File: src/rtl/dwa_selector18_if.sv
// Handshake/data bundle between the code source and the DWA element selector.
// The master drives codes and control; the slave (selector) returns the
// selection vector, its valid pulse, the rotation pointer and the sticky
// saturation flag.
interface dwa_selector18_if #(
  parameter int N  = 18,
  parameter int CW = 5
);
  logic [CW-1:0] code;
  logic          code_valid;
  logic          mode;
  logic          ptr_clr;
  logic [N-1:0]  SV;
  logic          sv_valid;
  logic [4:0]    ptr;
  logic          sat_err;

  modport master (
    output code, code_valid, mode, ptr_clr,
    input  SV, sv_valid, ptr, sat_err
  );

  modport slave (
    input  code, code_valid, mode, ptr_clr,
    output SV, sv_valid, ptr, sat_err
  );
endinterface

File: src/rtl/dwa_selector18.sv
// Data-weighted-averaging element selector for the 18-unit-element DAC.
// Turns a 0..N code into an N-bit selection vector. In DWA mode the active
// block of elements starts at a rotating pointer and wraps around the array,
// so every element is used equally often and mismatch is first-order shaped.
// Thermometer mode always selects from bit 0 and is meant for bring-up.
// All outputs are registered; there is no input-to-output combinational path.
module dwa_selector18 #(
  parameter int N  = 18,
  parameter int CW = 5
) (
  input  logic          clk,
  input  logic          rstn,
  dwa_selector18_if.slave bus
);

  logic [CW-1:0]  c_eff;
  logic           over;
  logic [4:0]     base;
  logic [N-1:0]   therm;
  logic [2*N-1:0] rot_wide;
  logic [N-1:0]   sel_nxt;
  logic [5:0]     sum;
  logic [4:0]     ptr_nxt;

  logic [N-1:0]   sv_q;
  logic           sv_valid_q;
  logic [4:0]     ptr_q;
  logic           sat_q;

  // Saturate the code, pick the base pointer, build the selection and the next pointer
  always_comb begin
    over     = (bus.code > CW'(N));
    c_eff    = over ? CW'(N) : bus.code;
    // A pointer clear takes effect before the selection of the same sample.
    base     = bus.ptr_clr ? 5'd0 : ptr_q;
    therm    = '0;
    for (int i = 0; i < N; i++) begin
      therm[i] = (CW'(i) < c_eff);
    end
    // Shifting the thermometer into a double-width word and folding the upper
    // half back onto the lower half gives the wrap past bit N-1 to bit 0.
    rot_wide = {{N{1'b0}}, therm} << base;
    sel_nxt  = bus.mode ? (rot_wide[N-1:0] | rot_wide[2*N-1:N]) : therm;
    // base + c is at most 35, so one conditional subtract of N is exact modulo N.
    sum      = 6'(base) + 6'(c_eff);
    ptr_nxt  = base;
    if (bus.code_valid && bus.mode) begin
      if (sum >= 6'(N)) begin
        ptr_nxt = 5'(sum - 6'(N));
      end else begin
        ptr_nxt = sum[4:0];
      end
    end
  end

  // Output and pointer registers; SV holds its last value while no code is offered
  always_ff @(posedge clk or negedge rstn) begin
    if (!rstn) begin
      sv_q       <= '0;
      sv_valid_q <= 1'b0;
      ptr_q      <= '0;
      sat_q      <= 1'b0;
    end else begin
      sv_valid_q <= bus.code_valid;
      ptr_q      <= ptr_nxt;
      if (bus.code_valid) begin
        sv_q <= sel_nxt;
      end
      if (bus.code_valid && over) begin
        sat_q <= 1'b1;
      end
    end
  end

  assign bus.SV       = sv_q;
  assign bus.sv_valid = sv_valid_q;
  assign bus.ptr      = ptr_q;
  assign bus.sat_err  = sat_q;

endmodule
File: src/flat_wrapper.sv
// flat-port wrapper written by rule: the top's interface ports become plain ports
module dwa_selector18_flat 
#(
  parameter int N  = 18,
  parameter int CW = 5
)
  (clk, rstn, bus_code, bus_code_valid, bus_mode, bus_ptr_clr, bus_SV, bus_sv_valid, bus_ptr, bus_sat_err);
  dwa_selector18_if #(.N(N), .CW(CW)) bus_i ();
  input  logic clk;
  input  logic rstn;
  input wire logic [$bits(bus_i.code)-1:0] bus_code;
  input wire logic [$bits(bus_i.code_valid)-1:0] bus_code_valid;
  input wire logic [$bits(bus_i.mode)-1:0] bus_mode;
  input wire logic [$bits(bus_i.ptr_clr)-1:0] bus_ptr_clr;
  output wire logic [$bits(bus_i.SV)-1:0] bus_SV;
  output wire logic [$bits(bus_i.sv_valid)-1:0] bus_sv_valid;
  output wire logic [$bits(bus_i.ptr)-1:0] bus_ptr;
  output wire logic [$bits(bus_i.sat_err)-1:0] bus_sat_err;
  assign bus_i.code = bus_code;
  assign bus_i.code_valid = bus_code_valid;
  assign bus_i.mode = bus_mode;
  assign bus_i.ptr_clr = bus_ptr_clr;
  assign bus_SV = bus_i.SV;
  assign bus_sv_valid = bus_i.sv_valid;
  assign bus_ptr = bus_i.ptr;
  assign bus_sat_err = bus_i.sat_err;
  dwa_selector18 #(.N(N), .CW(CW)) u_core (.clk(clk), .rstn(rstn), .bus(bus_i));
endmodule
File: config.mk
export PLATFORM = sky130hd
export DESIGN_NAME = dwa_selector18_flat
export DESIGN_NICKNAME = d
export VERILOG_FILES = /design/src/rtl/dwa_selector18_if.sv /design/src/rtl/dwa_selector18.sv /design/src/flat_wrapper.sv
export SDC_FILE = /design/constraint.sdc
export NUM_CORES = 1
export LEC_CHECK = 0
export ABC_CLOCK_PERIOD_IN_PS = 3400
export CELL_PAD_IN_SITES_DETAIL_PLACEMENT = 2
export CELL_PAD_IN_SITES_GLOBAL_PLACEMENT = 2
export CORE_UTILIZATION = 33
export CTS_CLUSTER_DIAMETER = 30
export DETAILED_ROUTE_END_ITERATION = 10
export PLACE_DENSITY = 0.93
export SYNTH_ARGS = -nofsm -noshare
export SYNTH_HDL_FRONTEND = slang
export SYNTH_SLANG_ARGS = --single-unit
File: constraint.sdc
create_clock -name clk -period 3.4 [get_ports clk]
set_input_delay 0.68 -clock clk [delete_from_list [all_inputs] [get_ports clk]]
set_output_delay 0.68 -clock clk [all_outputs]
set_load 0.01 [all_outputs]
==> impl_metrics.toml <==
[sta]
drv_slew = 0
fin_crit_sh_pct = 96.30
setup_ws_ns = 0.1259
rsz0062_at_grt = "false"
fmax_ghz = 0.3054
slew-limit-headroom_pct = 44.06
finalHoldViolCount = 0
fin_tns_setup_ns = 0
skew_ns = 0.007875
setup_viol = 0
worstMarginPinSlew_ns = 0.8303
min_period_ns = 3.274

[layout]
drive_above_1_share_pct = 12.47
nets = 466
antenna_cells = 0
final_cells = 557
nFillCells = 1023
area_delta_synth_final_pct = 21.32

[floorplan]
die_h_um = 96.86
core_area_um2 = 8721
initial_core_util_pct = 34.05
ios = 35
rows = 34
die_w_um = 96.86
fp.dieArea_um2 = 9381

[global_routing]
use_met1_pct = 41.32
grt-ovfl-total = 0
grt_pass1_wl_um = 23890
track_usage_pct = 32.54
use_met2_pct = 52.44
top_usage_layer = "met2"
grt_antenna_before_repair = 0
grt_use_met3_pct = 4.913
grt_pass1_vias = 4168
grt_max_degree = 33

[synth]
yosysTopAreaCell = "dfrtp_1"
synth-edff-count = 0
ys_types = 71
syn_inst = 411
synth_seq_cells = 25
async_flop_share_pct = 100.0
synth_commonest_cells = "40 x nor2_1, 35 x o21ai_0, 28 x a21oi_1, 28 x nand2_1, 25 x dfrtp_1"
syn_area_um2 = 2969
synth-seq-area-share_pct = 21.07
synth_flop_cell = "dfrtp_1"
yosysTopAreaCellShare_pct = 21.07
synth_nets = 427
yosysWarnings = 0
avgSynthCellArea_um2 = 7.224
synth_area_leaders = "dfrtp_1 21%, o21ai_0 5.9%, nor2_1 5.1%, a21oi_1 4.7%, a211oi_1 3.8%"
yosysMostFrequentCell = "nor2_1"

[clock_tree]
hold_buffers = 0
cts_max_path_buffers = 2
clockRootBuffer = "clkbuf_8"
htreeDepth = 1
cts_tree = "done"
clk_latency_ns = 0.29
clk_pin_slew_ns = 0.10
cts_made_buffers = 3
cts_setup_buffers = 0
cts_sinks = 25
cts_resized = 0

[setup_path]
worst_setup_path_end_kind = "flip-flop"
r2r-end = "u_core.bus.ptr[2]"
reg2reg_from = "u_core.bus.ptr[0]"
rrSetupSlack_ns = 0.80
critPathRequiredTime_ns = 3.62
worst-setup-path-type = "in -> reg"
startpoint = "bus_ptr_clr"
cp.arrival_ns = 3.49
cp-start-kind = "input pin"
r2r_cells = 12
critPathMaxFanout = 11

[power]
peakVddDrop_v = 0.0001199
power_density_nw_per_um2 = 322.9
leakagePower_nw = 1.388

[route]
vias = 3971
drc = 0
antenna_left = 0
wire_per_inst_um = 27.45
drt_wl_total_um = 15290
drtIter0Drc = 476
vias_per_cell = 7.129
drt_first_pass_iters = 5

[placed_design]
numPlacedInstances = 553
place_congestion = 0.9503
portBuffers = 34
pre_cts_slack_ns = -0.06803
hpwl_um = 11280

[worst_hold_path]
hold_end = "u_core.bus.sat_err"
hp-class = "reg -> reg"
min_delay_path_depth = 1
hold_start = "u_core.bus.sat_err"

[run]
maxCapViolCount = 0

[outcome]
outcome = "finished, final reports clean"
## critical path: stages
cell and delay (ns):
clkdlybuf4s50_1 0.60, buf_4 0.24, inv_1 0.14, nand2_1 0.11
inv_1 0.07, ha_1 0.36, nor4_1 0.53, a221oi_2 0.13
buf_4 0.19, a31oi_1 0.19, a21boi_0 0.12, o21ai_1 0.12
## metal layers
| metal | routed length, um | part of all wire, % |
|---|---|---|
| met5 | 0 | 0 |
| met4 | 867 | 5.7 |
| met3 | 1277 | 8.4 |
| met2 | 7115 | 47 |
| met1 | 6030 | 39 |
## final cells by class
class / count / area [um2] / share of cell area, %
Tap cell: 108 / 135.1 / 3.751
Timing Repair Buffer: 72 / 625.6 / 17.37
Clock inverter: 1 / 7.507 / 0.2084
Clock buffer: 3 / 41.29 / 1.146
Inverter: 17 / 63.81 / 1.771
Sequential cell: 25 / 625.6 / 17.37
Multi-Input combinational cell: 331 / 2103 / 58.39
## state kept, by name, summed over array words and instances (netlist names)
signal and count:
u_core.bus.sat_err 1, u_core.bus.SV 18, u_core.bus.ptr 5, u_core.bus.sv_valid 1
## power breakdown
group / leakage (nW) / switching, mW / total [mW] / internal, mW
logic: 1.08 / 0.361 / 0.591 / 0.230
clock network: 0.0217 / 0.122 / 0.205 / 0.0837
registers: 0.284 / 0.0340 / 0.367 / 0.333
total: 1.39 / 0.517 / 1.16 / 0.647
## cell families (layout without fill, tap and decap cells)
family | count (synthesis) | in the layout | synth area share [%]
buffers and inverters | 55 | 93 | 8.091
muxes | 5 | 5 | 1.770
and+or+nand+nor | 135 | 135 | 22.46
DFF | 25 | 25 | 21.07
AOI/OAI and AO/OA | 184 | 184 | 43.74
adders and majority gates | 7 | 7 | 2.866
## how the worst max path moves through the flow
stage                                   end  cells past startpoint
after CTS                 u_core.bus.ptr[4]                     12
after global placement    u_core.bus.ptr[2]                     12
after detailed placement  u_core.bus.ptr[3]                     12
after global routing      u_core.bus.ptr[4]                     12
final                     u_core.bus.ptr[4]                     12
after floorplan           u_core.bus.ptr[2]                     11
## layout by cell type, fill, tap and decap left out, types with 6 or more instances in the layout
cell / count
nand2_1: 28
dfrtp_1: 25
buf_4: 38
clkdlybuf4s50_1: 34
o21ai_0: 35
o21a_1: 7
o22ai_1: 11
inv_1: 15
a21oi_1: 28
nor2_1: 40
o31ai_1: 11
nand3_1: 7
o221ai_1: 8
a211oi_1: 15
ha_1: 6
nor3_1: 16
a31oi_1: 13
nand2b_1: 9
## per-stage QoR
step | area [um2] | hold WS (ns) | util (%) | total power [mW]
after floorplan | 2969 | 0.3844 | - | 0.6847
after global placement | 3553 | 0.4523 | 40.75 | 0.9037
after detailed placement | 3553 | 0.4559 | 40.75 | 0.9418
after CTS | 3602 | 0.4827 | 41.31 | 1.150
after global routing | 3602 | 0.5146 | 41.31 | 1.213
final | 3602 | 0.4743 | 41.31 | 1.163
(Power assumes the default switching activity.)
